## config.mk

```make
export PLATFORM = sky130hd
export DESIGN_NAME = core_feeder
export DESIGN_NICKNAME = d
export VERILOG_FILES = /design/src/rtl/core_feeder_pkg.sv /design/src/rtl/core_feeder_fifo.sv /design/src/rtl/core_feeder.sv
export SDC_FILE = /design/constraint.sdc
export NUM_CORES = 1
export LEC_CHECK = 0
export ABC_AREA = 1
export BUFFER_PORTS_ARGS = -buffer_cell sky130_fd_sc_hd__clkbuf_2
export CAP_MARGIN = 20
export CORE_ASPECT_RATIO = 0.7
export CORE_MARGIN = 3
export CORE_UTILIZATION = 57
export CTS_BUF_LIST = sky130_fd_sc_hd__clkbuf_8
export DETAILED_ROUTE_END_ITERATION = 10
export PLACE_DENSITY_LB_ADDON = 0.1
export SLEW_MARGIN = 30
export SYNTH_ARGS = -nofsm -noshare
export SYNTH_HDL_FRONTEND = slang
export SYNTH_SLANG_ARGS = --single-unit
```

## constraint.sdc

```tcl
create_clock -name clk -period 2.66 [get_ports clk]
set_input_delay 0.133 -clock clk [delete_from_list [all_inputs] [get_ports clk]]
set_output_delay 0.133 -clock clk [all_outputs]
set_load 0.05 [all_outputs]
```

## src/rtl/core_feeder_pkg.sv

```systemverilog
// Shared types and helpers for the core_feeder slice: FSM state encoding,
// default operand width / burst length, and the FIFO level-width helper.
package core_feeder_pkg;

  localparam int DW_DEF    = 5;
  localparam int BURST_DEF = 3;

  typedef enum logic [1:0] {
    IDLE = 2'd0,
    SEND = 2'd1,
    WAIT = 2'd2,
    GAP  = 2'd3
  } state_t;

  // Width of a counter that must hold 0..depth inclusive.
  function automatic int level_w(input int depth);
    return $clog2(depth + 1);
  endfunction

endpackage

```

## src/rtl/core_feeder_fifo.sv

```systemverilog
// feeder_fifo: single-clock show-ahead FIFO with a registered occupancy count.
// Pointers wrap naturally because DEPTH is a power of two.
module feeder_fifo
  import core_feeder_pkg::*;
#(
  parameter int DW    = DW_DEF,
  parameter int DEPTH = 8
) (
  input  logic                        clk,
  input  logic                        rst_n,
  input  logic                        push,
  input  logic                        pop,
  input  logic [DW-1:0]               wdata,
  output logic [DW-1:0]               rdata,
  output logic [level_w(DEPTH)-1:0]   level,
  output logic                        full,
  output logic                        empty
);

  localparam int AW = $clog2(DEPTH);
  localparam int LW = level_w(DEPTH);

  logic [DW-1:0] mem [DEPTH];
  logic [AW-1:0] wr_ptr;
  logic [AW-1:0] rd_ptr;
  logic          do_push;
  logic          do_pop;

  assign full    = (level == LW'(DEPTH));
  assign empty   = (level == '0);
  assign do_push = push && !full;
  assign do_pop  = pop && !empty;
  assign rdata   = mem[rd_ptr];

  always_ff @(posedge clk) begin
    if (!rst_n) begin
      wr_ptr <= '0;
      rd_ptr <= '0;
      level  <= '0;
    end else begin
      if (do_push) wr_ptr <= wr_ptr + AW'(1);
      if (do_pop)  rd_ptr <= rd_ptr + AW'(1);
      level <= level + LW'(do_push) - LW'(do_pop);
    end
  end

  // Storage carries no reset; occupancy alone decides what is valid.
  always_ff @(posedge clk) begin
    if (do_push) mem[wr_ptr] <= wdata;
  end

endmodule

```

## src/rtl/core_feeder.sv

```systemverilog
// core_feeder: buffers operands and issues them to the sum core as BURST-word bursts,
// then waits for core_done plus one idle cycle. Define CORE_FEEDER_TIMEOUT_EN for the err watchdog.
module core_feeder
  import core_feeder_pkg::*;
#(
  parameter int DW      = DW_DEF,
  parameter int DEPTH   = 8,
  parameter int BURST   = BURST_DEF,
  parameter int TIMEOUT = 16
) (
  input  logic                        clk,
  input  logic                        rst_n,
  input  logic                        s_valid,
  input  logic [DW-1:0]               s_data,
  output logic                        s_ready,
  output logic                        core_in_valid,
  output logic [DW-1:0]               core_in,
  input  logic                        core_done,
  output logic                        busy,
  output logic [level_w(DEPTH)-1:0]   fifo_level
`ifdef CORE_FEEDER_TIMEOUT_EN
  ,
  output logic                        err
`endif
);

  localparam int LW = level_w(DEPTH);
  localparam int CW = $clog2(BURST + 1);

  if (DEPTH < BURST || TIMEOUT < 1) begin : g_param_check
    $error("core_feeder: DEPTH must be >= BURST and TIMEOUT must be >= 1");
  end

  state_t        state;
  logic [CW-1:0] cnt;
  logic [DW-1:0] head;
  logic          push;
  logic          pop;
  logic          full;
  logic          empty;

  assign s_ready = !full;
  assign push    = s_valid && s_ready;
  assign busy    = (state != IDLE);

  // A burst only starts once all BURST words are buffered, so SEND never starves.
  assign pop = ((state == IDLE) && (fifo_level >= LW'(BURST))) ||
               ((state == SEND) && (cnt < CW'(BURST)) && !empty);

  feeder_fifo #(
    .DW    (DW),
    .DEPTH (DEPTH)
  ) u_fifo (
    .clk   (clk),
    .rst_n (rst_n),
    .push  (push),
    .pop   (pop),
    .wdata (s_data),
    .rdata (head),
    .level (fifo_level),
    .full  (full),
    .empty (empty)
  );

`ifdef CORE_FEEDER_TIMEOUT_EN
  localparam int TW = $clog2(TIMEOUT + 1);
  logic [TW-1:0] wdog;
`endif

  always_ff @(posedge clk) begin
    if (!rst_n) begin
      state         <= IDLE;
      cnt           <= '0;
      core_in_valid <= 1'b0;
      core_in       <= '0;
`ifdef CORE_FEEDER_TIMEOUT_EN
      wdog          <= '0;
      err           <= 1'b0;
`endif
    end else begin
      case (state)
        IDLE: begin
          if (pop) begin
            state         <= SEND;
            core_in       <= head;
            core_in_valid <= 1'b1;
            cnt           <= CW'(1);
          end
        end
        SEND: begin
          if (cnt < CW'(BURST)) begin
            core_in <= head;
            cnt     <= cnt + CW'(1);
          end else begin
            core_in_valid <= 1'b0;
            core_in       <= '0;
            cnt           <= '0;
            state         <= WAIT;
`ifdef CORE_FEEDER_TIMEOUT_EN
            wdog          <= '0;
`endif
          end
        end
        WAIT: begin
          if (core_done) begin
            state <= GAP;
`ifdef CORE_FEEDER_TIMEOUT_EN
          end else if (wdog == TW'(TIMEOUT - 1)) begin
            state <= GAP;
            err   <= 1'b1;
          end else begin
            wdog <= wdog + TW'(1);
`endif
          end
        end
        GAP:     state <= IDLE;
        default: state <= IDLE;
      endcase
    end
  end

endmodule

```

# After elaboration in Yosys (flattened, before gate mapping)
# Memory sizes are Yosys's and may differ from the RTL's. A register that Yosys moved wholly into a read port is not among the register bits.
# Index checks and enable logic that the tools add are counted.
[totals]
latchBits = 0
regBits = 20
n_memories = 1
rom_bits = 0
in_bits = 9
ram_bits = 40
output_inout_bits = 12
wordCells = 54
[mem_list]
columns = ["name", "words", "word_bits", "read_ports", "rd_clocked_by_memory_dff", "wr", "line_no", "rtl"]
rows = [
  ["u_fifo.mem", 8, 5, 1, 1, 1, "core_feeder_fifo.sv:23", "logic [DW-1:0] mem [DEPTH];"],
]
[op_classes]
reduce_logical = 16
n_div = 0
bitwise_logic = 0
eq_ne = 7
n_lt_le_gt_ge = 2
shift = 0
n_mux = 16
multipliers = 0
add_sub_neg = 5
[op_table]
columns = ["cell", "n"]
rows = [
  ["2-to-1 mux 5 bit", 2],
  ["case mux 5 bit (2 select lines)", 1],
  ["2-to-1 mux 2 bit", 4],
  ["case mux 2 bit (4 select lines)", 1],
  ["adder 3 x 1 -> 3 bit (second input constant)", 2],
  ["logical AND 1 bit", 6],
  ["2-to-1 mux 3 bit", 2],
  ["AND reduction 3 bit", 2],
  ["adder 4 x 1 -> 4 bit", 1],
  ["== test 2 bit (second input constant)", 2],
  ["== test 4 bit (second input constant)", 1],
  [">= comparator 4 x 2 -> 1 bit (second input constant)", 1],
  ["logical NOT 4 bit", 1],
  ["2-to-1 mux 1 bit", 4],
  ["inequality test 2 bit (second input constant)", 2],
  ["case mux 2 bit (2 select lines)", 1],
  ["nonzero test 2 bit", 2],
  ["subtractor 4 x 1 -> 4 bit", 1],
  ["adder 2 x 1 -> 2 bit (second input constant)", 1],
  ["== test 2 x 1 -> 1 bit (second input constant)", 1],
  ["logical NOT 1 bit", 2],
  ["logical NOT 2 bit", 1],
  ["less-than comparator 2 bit (second input constant)", 1],
  ["inequality test 2 x 1 -> 1 bit (second input constant)", 1],
  ["other kinds (3)", 3],
]

# Logic depth before layout (Yosys ltp)
[depth]
word_depth = 7
depth_mapped = 13
mapped_depth_nobuf = 13

# Hierarchy
# From an unflattened synthesis, not the netlist that was laid out.
[unflattened]
hier_cells = 356
hier_area_um2 = 3037.9
[modules_own_cells]
columns = ["mod", "instances", "cells_each", "area_per_inst_um2", "seq_area_each_um2"]
rows = [
  ["feeder_fifo", 1, 266, 2449.8, 1461.4],
  ["core_feeder", 1, 90, 588.1, 200.2],
]

# Worst setup path before layout
# Ideal clock, no wire load.
[synth_path]
path_kind = "reg-to-reg"
start = "register u_fifo.level[2]"
end = "register u_fifo.level[2]"
arrival_ps = 2384
stages_incl_launch_ff = 11
n_path_buf = 0
synth_period_minus_slack_ps = 2504
required_time_ps = 2540
setup_slack_ps = 156
setup_ps = 120
cell_sequence = "dfxtp_1 -> inv_1 -> ha_1 -> nand2_1 -> nand2_1 -> inv_1 -> ha_1 -> inv_1 -> fa_1 -> xor2_1 -> nor2_1"
[synth_via]
elab_chain_len = 6
elab_cells_between_ends = 13
classes_between = "add/sub (2); order compare (1); eq/ne (1); reduce/logical (9)"
[synth_rtl]
columns = ["item", "line_no", "rtl"]
rows = [
  ["from (decl)", "core_feeder_fifo.sv:15", "output logic [level_w(DEPTH)-1:0] level,"],
  ["from (signal assigned)", "core_feeder_fifo.sv:43", "level <= level + LW'(do_push) - LW'(do_pop);"],
  ["== test 4 bit *", "core_feeder_fifo.sv:29", "assign full = (level == LW'(DEPTH));"],
  ["logical NOT 1 bit *", "core_feeder.sv:42", "assign s_ready = !full;"],
  ["via s_ready", "core_feeder.sv:15", "output logic s_ready,"],
  ["logical AND 1 bit", "core_feeder.sv:43", "assign push = s_valid && s_ready;"],
  ["logical AND 1 bit *", "core_feeder_fifo.sv:31", "assign do_push = push && !full;"],
  ["via u_fifo.do_push", "core_feeder_fifo.sv:26", "logic do_push;"],
  ["adder 4 x 1 -> 4 bit *", "core_feeder_fifo.sv:43", ""],
  ["subtractor 4 x 1 -> 4 bit *", "core_feeder_fifo.sv:43", ""],
]
# Mark *: on every way through the listed nets, which the timed path passes. The rest lies on a longest branch.
# A chain may end at the register's enable or synchronous reset.

# Worst setup path after layout
[layout_path]
start = "register state[1]"
end = "register u_fifo.level[2]"
[layout_via]
elab_chain_len = 6
elab_cells_between_ends = 8
classes_between = "add/sub (1); eq/ne (1); reduce/logical (6)"
[layout_rtl]
columns = ["item", "line_no", "rtl"]
rows = [
  ["from (decl)", "core_feeder.sv:34", "state_t state;"],
  ["from (signal assigned)", "core_feeder.sv:72", "state <= IDLE;"],
  ["from (signal assigned)", "core_feeder.sv:84", "state <= SEND;"],
  ["from (signal assigned)", "core_feeder.sv:98", "state <= WAIT;"],
  ["== test 2 x 1 -> 1 bit", "core_feeder.sv:48", "((state == SEND) && (cnt < CW'(BURST)) && !empty);"],
  ["logical AND 1 bit (2 in series)", "core_feeder.sv:48", ""],
  ["logical OR 1 bit *", "core_feeder.sv:47", "assign pop = ((state == IDLE) && (fifo_level >= LW'(BURST))) ||"],
  ["logical AND 1 bit *", "core_feeder_fifo.sv:32", "assign do_pop = pop && !empty;"],
  ["via u_fifo.do_pop", "core_feeder_fifo.sv:27", "logic do_pop;"],
  ["subtractor 4 x 1 -> 4 bit *", "core_feeder_fifo.sv:43", ""],
]
# Marked as above.

==> flow_summary_export.csv <==
group,metric,value,unit
grt,grt_start_max_net_pins,41,
logic_synthesis,netlist_area,2910,um^2
timing,setup_viol,0,
clock_tree,cts_max_level,3,
finish,drive_gt1_share,13.3,%
finish,syn2layout_area_growth,11.3,%
clock_tree,root_buffer,"clkbuf_8",
clock_tree,cts_sinks,63,
worst_hold_path,worstHoldPathType,"in2reg",
finish,fin_cells,422,
logic_synthesis,synth_cell_types,25,
grt,grt_overflow,0,
worst_setup_path,crit_slowest_cell,"fa_1",
timing,hold_violations,0,
timing,fin_tns_setup,0,ns
timing,rsz0062_at_grt,"false",
worst_setup_path,cp-end-kind,"register",
clock_tree,ctsResizeCount,0,
worst_setup_path,crit_type,"reg2reg",
clock_tree,cts.path.max_buffers,2,
routing,first_pass_iters,7,
status,outcome,"complete, no violations",
grt,grt_usage,20.4,%
logic_synthesis,async_flop_share,0,%
timing,worst_slew_pin_slew,0.536,ns
timing,slew_viol_final,0,
clock_tree,ctsHoldBuffers,0,
logic_synthesis,yosysMostFrequentCell,"nand2_1",
grt,grt_pass1_vias,1897,
logic_synthesis,synthFlopType,"edfxtp_1",
worst_setup_path,arrival,2.49,ns
logic_synthesis,synth-seq-cells,63,
logic_synthesis,syn-instance-count,323,
timing,max_freq,438,MHz
grt,grt_pass1_wl,8990,um
logic_synthesis,synthTopCellsByCount,"93 x nand2_1, 54 x nor2_1, 47 x inv_1",
logic_synthesis,synth_top_area_share,41.3,%
clock_tree,clk_latency,0.34,ns
worst_setup_path,path_cells,"inv_1 -> ha_1 -> inv_2 -> nor2_4 -> nand2_2 -> nand2_2 -> ha_1 -> inv_1 -> ha_1 -> inv_1 -> fa_1 -> xor2_1 -> nor2_1",
logic_synthesis,synth_seq_area_share,57.2,%
place,numPlacedInstances,406,
finish,nets,371,
routing,vias_per_cell,4.81,
worst_hold_path,hp-start,"s_data[4]",
routing,antenna_left,0,
logic_synthesis,synth_area_leaders,"edfxtp_1 41%, dfxtp_1 16%, nand2_1 12%, nor2_1 7.0%, inv_1 6.1%",
place,io_buffer_count,20,
clock_tree,tritoncts,"yes",
routing,routed_wl,5350,um
logic_synthesis,synth_edf_count,40,
logic_synthesis,ys_warn_count,0,
worst_setup_path,crit-reg2reg-launch,"state[1]",
routing,wire_per_inst,12.7,um
power,power_leakage,0.00146,uW
timing,relSlewSlack,64.2,%
power,ir_drop,485,uV
timing,fin_crit_sh,85.7,%
clock_tree,numCtsBuffers,9,
routing,dr.first_iter.drc_count,147,
clock_tree,path_clk_slew,0.06,ns
finish,antenna_cells_inserted,0,
clock_tree,postCtsSetupBuffers,0,
worst_setup_path,cp.required,2.87,ns
floorplanning,die_w,91.3,um
floorplanning,ios,21,
timing,finalClockSkew,0.00488,ns
run,cap_viol_max_count,0,
logic_synthesis,yosysTopAreaCell,"edfxtp_1",
worst_setup_path,max_stage_delay,0.37,ns
grt,antenna_found_initial,0,
worst_setup_path,crit_start,"state[1]",
timing,period_minus_slack,2.28,ns
floorplanning,coreArea,4860,um^2
floorplanning,start_util,59.8,%
worst_setup_path,cp-start-kind,"register",
routing,vias,2028,
routing,drc_errors,0,
logic_synthesis,avgSynthCellArea,8.99,um^2
floorplanning,rows,21,
floorplanning,die_h,65.7,um
logic_synthesis,synth_nets,346,
place,gp_congestion,0.818,
worst_setup_path,worstPathMaxFanout,9,
floorplanning,die_area,6000,um^2
place,dp_hpwl,3840,um
power,power.density,1120,nW/um^2
[layout make-up]
type	count	area (um^2)
Clock buffer	9	124
Multi-Input combinational cell	204	1010
Clock inverter	7	56.3
Sequential cell	63	1660
Timing Repair Buffer	21	108
Fill cell	412	1630
Tap cell	69	86.3
Inverter	49	184
[worst max-delay path, delay by kind of cell, from the launching register on]
kind                     cells  cell delay, ns
adder cells (fa/ha/maj)      4            1.05
flip-flops                   1            0.34
AND/OR/NAND/NOR              4            0.32
buffers and inverters        4            0.29
XOR/XNOR                     1            0.14
[cell families (layout without fill, tap and decap cells)]
family / after synthesis / after routing / share of synthesized area, %
flops: 63 / 63 / 57.2
fa+ha+maj: 14 / 14 / 6.29
buf+inv: 56 / 86 / 7.92
compound gates: 29 / 29 / 5.86
xor+xnor: 1 / 1 / 0.302
simple gates: 160 / 160 / 22.4
[per-layer routing]
layer,global-route usage [%],vias to the layer above,part of all wire [%]
li1,-,1063,-
met1,28.6,898,49
met2,28.8,62,42
met3,8.12,5,7.9
met4,7.14,0,0.82
met5,0,-,0
[where the power goes]
part           switching, uW  leakage (uW)  internal, uW
clock network            337      0.000103           417
logic                   1090      0.000806           467
registers                105      0.000553          1210
[registers in the layout, summed over array words and instances (netlist names), named ones only]
| signal | count |
|---|---|
| state | 2 |
| cnt | 2 |
| u_fifo.rd_ptr | 3 |
| u_fifo.level | 4 |
| core_in | 5 |
| u_fifo.wr_ptr | 3 |
| u_fifo.mem | 40 |
| core_in_valid | 1 |
[worst paths after layout]
check	cells after the start	endpoint	slack (ns)
setup / recovery	13	u_fifo.level[2]	0.38
hold / removal	1	u_fifo.mem[1][4]	0.1
setup reg to reg	13	u_fifo.level[2]	0.38
hold reg to reg	2	core_in_valid	0.46
[cell usage in the layout (no fill, tap or decap), types with 3 or more instances in the layout]
master and count:
a21oi_1 11, a21oi_2 5, clkbuf_2 20, clkbuf_8 9, clkinv_2 3, dfxtp_1 23, edfxtp_1 40, ha_1 13
inv_1 49, nand2_1 93, nand3_1 4, nor2_1 54, o21ai_0 9
[stage by stage]
stage | setup slack (ns) | cell area, um^2 | power [uW] | util, % | hold slack, ns
4_1_cts | 0.373 | 3230 | 3650 | 66.5 | 0.0868
3_5_place_dp | 0.387 | 3050 | 2890 | 62.8 | 0.447
5_1_grt | 0.149 | 3230 | 3920 | 66.5 | 0.102
6_report | 0.379 | 3230 | 3620 | 66.5 | 0.0992
3_3_place_gp | 0.455 | 3050 | 2860 | 62.8 | 0.438
2_1_floorplan | 0.156 | 2910 | 2570 | - | 0.226
Power figures use the tool's default switching activity.
